<file path="src/rtl/booth_seq_ctrl_if.sv">
// Control bus between operation control (master) and the Booth sequencing FSM (slave).
// op_start is a request taken only while idle; op_done is a level that holds until op_clear.
interface booth_seq_ctrl_if #(
  parameter int CW = 7
);
  logic          op_start;
  logic          op_clear;
  logic          step_stall;
  logic [1:0]    state;
  logic [CW-1:0] count;
  logic          load_en;
  logic          step_en;
  logic          op_done;
  logic          busy;

  modport master (
    output op_start, op_clear, step_stall,
    input  state, count, load_en, step_en, op_done, busy
  );

  modport slave (
    input  op_start, op_clear, step_stall,
    output state, count, load_en, step_en, op_done, busy
  );
endinterface

</file>
<file path="src/rtl/booth_seq_ctrl.sv">
// Four-state sequencer for the Booth multiplier: IDLE -> LOAD -> MUL (ITER steps) -> DONE.
// state/count are registered; strobes are decoded from state and the current inputs.
module booth_seq_ctrl #(
  parameter int WIDTH  = 64,
  parameter int RADIX4 = 0
) (
  input logic              clk,
  input logic              reset_n,
  booth_seq_ctrl_if.slave  bus
);
  localparam int ITER = (RADIX4 != 0) ? WIDTH / 2 : WIDTH;
  localparam int CW   = $clog2(ITER + 1);
  localparam logic [CW-1:0] LAST_C = CW'(ITER - 1);
  localparam logic [CW-1:0] ITER_C = CW'(ITER);

  typedef enum logic [1:0] {
    S_IDLE = 2'b00,
    S_LOAD = 2'b01,
    S_MUL  = 2'b10,
    S_DONE = 2'b11
  } state_t;

  state_t        st;
  logic [CW-1:0] cnt;

  always_ff @(posedge clk or negedge reset_n) begin
    if (!reset_n) begin
      st  <= S_IDLE;
      cnt <= '0;
    end else if (bus.op_clear) begin
      st  <= S_IDLE;
      cnt <= '0;
    end else begin
      case (st)
        S_IDLE: begin
          cnt <= '0;
          if (bus.op_start) st <= S_LOAD;
        end
        S_LOAD: begin
          cnt <= '0;
          st  <= S_MUL;
        end
        S_MUL: begin
          // A stalled cycle freezes both the count and the state.
          if (!bus.step_stall) begin
            cnt <= cnt + CW'(1);
            if (cnt == LAST_C) st <= S_DONE;
          end
        end
        S_DONE: begin
          cnt <= ITER_C;
        end
        default: begin
          st  <= S_IDLE;
          cnt <= '0;
        end
      endcase
    end
  end

  assign bus.state   = st;
  assign bus.count   = cnt;
  assign bus.load_en = (st == S_LOAD) && !bus.op_clear;
  assign bus.step_en = (st == S_MUL) && !bus.step_stall && !bus.op_clear;
  assign bus.op_done = (st == S_DONE);
  assign bus.busy    = (st == S_LOAD) || (st == S_MUL);
endmodule
</file>
<file path="src/flat_wrapper.sv">
// flat-port wrapper written by rule: the top's interface ports become plain ports
module booth_seq_ctrl_flat 
#(
  parameter int WIDTH  = 64,
  parameter int RADIX4 = 0
)
  (clk, reset_n, bus_op_start, bus_op_clear, bus_step_stall, bus_state, bus_count, bus_load_en, bus_step_en, bus_op_done, bus_busy);
  booth_seq_ctrl_if bus_i ();
  input logic clk;
  input logic reset_n;
  input wire logic [$bits(bus_i.op_start)-1:0] bus_op_start;
  input wire logic [$bits(bus_i.op_clear)-1:0] bus_op_clear;
  input wire logic [$bits(bus_i.step_stall)-1:0] bus_step_stall;
  output wire logic [$bits(bus_i.state)-1:0] bus_state;
  output wire logic [$bits(bus_i.count)-1:0] bus_count;
  output wire logic [$bits(bus_i.load_en)-1:0] bus_load_en;
  output wire logic [$bits(bus_i.step_en)-1:0] bus_step_en;
  output wire logic [$bits(bus_i.op_done)-1:0] bus_op_done;
  output wire logic [$bits(bus_i.busy)-1:0] bus_busy;
  assign bus_i.op_start = bus_op_start;
  assign bus_i.op_clear = bus_op_clear;
  assign bus_i.step_stall = bus_step_stall;
  assign bus_state = bus_i.state;
  assign bus_count = bus_i.count;
  assign bus_load_en = bus_i.load_en;
  assign bus_step_en = bus_i.step_en;
  assign bus_op_done = bus_i.op_done;
  assign bus_busy = bus_i.busy;
  booth_seq_ctrl #(.WIDTH(WIDTH), .RADIX4(RADIX4)) u_core (.clk(clk), .reset_n(reset_n), .bus(bus_i));
endmodule
</file>
<file path="config.mk">
export PLATFORM = sky130hd
export DESIGN_NAME = booth_seq_ctrl_flat
export DESIGN_NICKNAME = d
export VERILOG_FILES = /design/src/rtl/booth_seq_ctrl_if.sv /design/src/rtl/booth_seq_ctrl.sv /design/src/flat_wrapper.sv
export SDC_FILE = /design/constraint.sdc
export NUM_CORES = 1
export LEC_CHECK = 0
export BUFFER_PORTS_ARGS = -buffer_cell sky130_fd_sc_hd__buf_2
export CORE_AREA = 2 2 39 41
export CTS_BUF_LIST = sky130_fd_sc_hd__clkbuf_4
export DETAILED_ROUTE_END_ITERATION = 10
export DIE_AREA = 0 0 41 43
export MAX_ROUTING_LAYER = met4
export PLACE_DENSITY = 0.75
export RECOVER_POWER = 50
export SETUP_SLACK_MARGIN = 0.15
export SLEW_MARGIN = 20
export SYNTH_ARGS = -nofsm -noshare
export SYNTH_HDL_FRONTEND = slang
export SYNTH_SLANG_ARGS = --single-unit
</file>
<file path="constraint.sdc">
create_clock -name clk -period 1.8 [get_ports clk]
set_clock_uncertainty 0.05 [all_clocks]
set_input_delay 0.09 -clock clk [delete_from_list [all_inputs] [get_ports clk]]
set_output_delay 0.09 -clock clk [all_outputs]
set_load 0.02 [all_outputs]
</file>
==> impl_table.tex <==
\begin{tabular}{lr}
\hline
Metric & Value \\
\hline
\multicolumn{2}{l}{\textbf{Power and ir drop}} \\
Power density over the cells & 1020 mW/mm\^{}2 \\
Total power draw & 0.000860 W \\
Static leakage power & 0.392 nW \\
Peak ir drop on the vdd network & around 0.54 mV \\
\multicolumn{2}{l}{\textbf{Worst setup path}} \\
Category of the worst setup path launch point & flop \\
Critical setup path kind & reg -> reg \\
Top fanout value on the critical path & 5 \\
Worst setup EP type & flop \\
Req. time, crit path & 1910 ps \\
Arrival time worst endpoint & approximately 1700 ps \\
\multicolumn{2}{l}{\textbf{Timing}} \\
Worst Max-Slew Pin Slew & around 510 ps \\
Final Cycle Share & between 80\% and 90\% \\
Pins over their slew limit & 0 \\
Summed negative setup slack over all endpoints & 0 ps \\
Period minus WS final & 1600 ps \\
Setup violations, final & 0 \\
Relative slew margins & about two thirds \\
Count of endpoints failing hold in the final timing report & 0 \\
Unrepaired setup endpoints after global routing & yes \\
F\_max & roughly 630 MHz \\
\multicolumn{2}{l}{\textbf{CTS}} \\
CTS clk-pin slew, worst paths & roughly 60 ps \\
Later-pin clock latency in the skew report & 260 ps \\
Master cell of the clock root buffer & sky130\_fd\_sc\_hd\_\_clkbuf\_4 \\
Worst-case clock buffer depth & 2 \\
Clock buffers created by TritonCTS & 3 \\
Sinks on the clock net & 9 \\
TritonCTS clock tree & built \\
Htree depth & 1 \\
\multicolumn{2}{l}{\textbf{Global route}} \\
All-layer global routing usage & 19.6\% \\
Wire length of the first global-routing pass & 2.33 mm \\
Largest net degree at the start of global routing & 12 \\
Number of global-route vias before repair & between 500 and 600 \\
GRT Residual Overflow & 0 \\
Antenna violations before repair & 0 \\
\multicolumn{2}{l}{\textbf{Layout}} \\
Area delta synth->final & 29.0\% \\
Number of nets at the end of the flow & a little under 100 \\
Share of layout cells above drive strength 1 & a little over a third \\
Antenna Diode Count & 0 \\
Fillcell total & 130 \\
\multicolumn{2}{l}{\textbf{Logic synthesis}} \\
Post-synth EDFFs & 0 \\
Most area-consuming cells after synthesis & sky130\_fd\_sc\_hd\_\_dfrtp\_1 35\%, sky130\_fd\_sc\_hd\_\_ha\_1 12\%, sky130\_fd\_sc\_hd\_\_nor2\_1 4.0\% \\
Sequential share of the synthesized area & approximately 35\% \\
Synthesized Nets & between 70 and 80 \\
Mean cell area of the mapped netlist & about 10 um\^{}2 \\
Netlist area before placement & about 650 um\^{}2 \\
Proportion of register bits with asynchronous set or reset after synthesis & 100\% \\
Fraction of synthesized cell area taken by the top area cell type & around a third \\
Distinct cells, synth & 31 \\
Post-synthesis cell count & 64 \\
Synth top cells by count & 9 x sky130\_fd\_sc\_hd\_\_dfrtp\_1, 7 x sky130\_fd\_sc\_hd\_\_nor2\_1, 6 x sky130\_fd\_sc\_hd\_\_ha\_1, 4 x sky130\_fd\_sc\_hd\_\_inv\_1 \\
Most frequently used cell type in the post-synthesis netlist & sky130\_fd\_sc\_hd\_\_dfrtp\_1 \\
Dominant cell type by area after synthesis & sky130\_fd\_sc\_hd\_\_dfrtp\_1 \\
Most instantiated flip-flop cell in the synthesis netlist & sky130\_fd\_sc\_hd\_\_dfrtp\_1 \\
Synth Warn \# & 0 \\
Register bit count reported by yosys & 9 \\
\multicolumn{2}{l}{\textbf{Floorplan}} \\
Initial cell density of the core & about 47\% \\
Num rows & 14 \\
Number of placed I/O pins & 18 \\
Standard cell core area & roughly 0.0014 mm\^{}2 \\
Total die area & about 0.0018 mm\^{}2 \\
X dimension of the die & 41 um \\
Vertical die dimension & around 43 um \\
\multicolumn{2}{l}{\textbf{Status}} \\
Outcome & finished clean \\
\multicolumn{2}{l}{\textbf{Drt}} \\
Routed wl met3 & 47 um \\
Total number of vias & $\sim$560 \\
Pre-Repair DR Iteration Count & 2 \\
Routed met2 length & between 600 and 700 um \\
Metal-1 WL & a little over 600 um \\
DRC Markers & 0 \\
Remaining antenna violation count & 0 \\
Total routed wirelength & 1.36 mm \\
1st-iter DRT viols & 3 \\
Drt wl/cell & about 13 um \\
Highest layer used for signal routing & met4 \\
Via density per instance & between 5 and 6 \\
\multicolumn{2}{l}{\textbf{Worst hold path}} \\
Worst min path class & in -> reg \\
\multicolumn{2}{l}{\textbf{Run}} \\
Max-capacitance violation count & 0 \\
\multicolumn{2}{l}{\textbf{Placement}} \\
Post-DP HPWL & 1.05 mm \\
Placer's final routability congestion estimate & 0.660 \\
IO buf count & 17 \\
\hline
\end{tabular}
## what timing repair did
item,4_1_cts,5_1_grt
setup endpoints to repair,1,3
hold buffers,1,0
hold endpoints to repair,9,0
buffers inserted,0,2
resized for setup,2,5
## area by class of cell
type	count	area, um^2	share of cell area (%)
clock buffers	4	30.0	3.57
inverters	4	20.0	2.38
multi-input cells	49	440	52.4
flip-flops and latches	9	228	27.1
well taps	16	20.0	2.38
repair buffers	20	103	12.2
## kinds of logic after synthesis
logic type / Yosys count / share of synthesized area (%)
and+or+nand+nor: 28 / 29.6
xor gates and xnor gates: 4 / 5.38
DFF: 9 / 34.5
muxes: 3 / 4.80
AOI/OAI and AO/OA: 8 / 10.6
buffers and inverters: 6 / 3.64
adders and majority gates: 6 / 11.5
## worst paths after layout
| kind | from | end | slack (ps) | depth (start not counted) |
|---|---|---|---|---|
| setup / recovery | u_core.bus.state[1] | u_core.bus.state[1] | 200 | 5 |
| hold / removal | bus_op_clear | u_core.bus.count[6] | 60 | 2 |
| setup reg to reg | u_core.bus.state[1] | u_core.bus.state[1] | 200 | 5 |
| hold reg to reg | u_core.bus.count[6] | u_core.bus.count[6] | 560 | 2 |
| max in group asynchronous | reset_n | u_core.bus.state[0] | 1070 | 2 |
| min in group asynchronous | reset_n | u_core.bus.count[6] | 260 | 2 |
## report_power, final
group	internal, W	total, W	switching, W
registers	0.000225	0.000258	0.0000335
clock network	0.000101	0.000172	0.0000715
logic	0.000204	0.000430	0.000226
## metal layers
layer,track usage [%],vias up
li1,-,278
met1,25.9,266
met2,28.1,14
met3,3.66,4
met4,9.33,0
met5,-,-
## flip-flops by register name, summed over array words and instances (netlist names)
register / cells
u_core.bus.count: 7
u_core.bus.state: 2
## per-stage QoR
step	hold WS (ps)	worst slack [ps]	area, um^2	utilization, %	cells
2_1_floorplan	-256	184	667	-	64
3_3_place_gp	-95.3	220	763	55.2	95
3_5_place_dp	-94.1	173	763	55.2	95
4_1_cts	56.2	164	808	58.4	100
5_1_grt	63.7	143	841	60.8	102
6_report	56.7	203	841	60.8	102
## cell usage in the layout (no fill, tap or decap), drive strengths merged, types with 3 or more instances in the layout
cell type	instances
nand3b	3
xor2	3
dfrtp	9
inv	4
nor2b	3
clkbuf	10
nor2	7
or3	3
buf	13
ha	6
## critical path: stages (launching register included)
cell and delay [ps]:
sky130_fd_sc_hd__dfrtp_2 450, sky130_fd_sc_hd__inv_4 90, sky130_fd_sc_hd__ha_4 200, sky130_fd_sc_hd__mux2_4 280, sky130_fd_sc_hd__or3_1 300, sky130_fd_sc_hd__o2111ai_1 120
(Power assumes the default switching activity.)
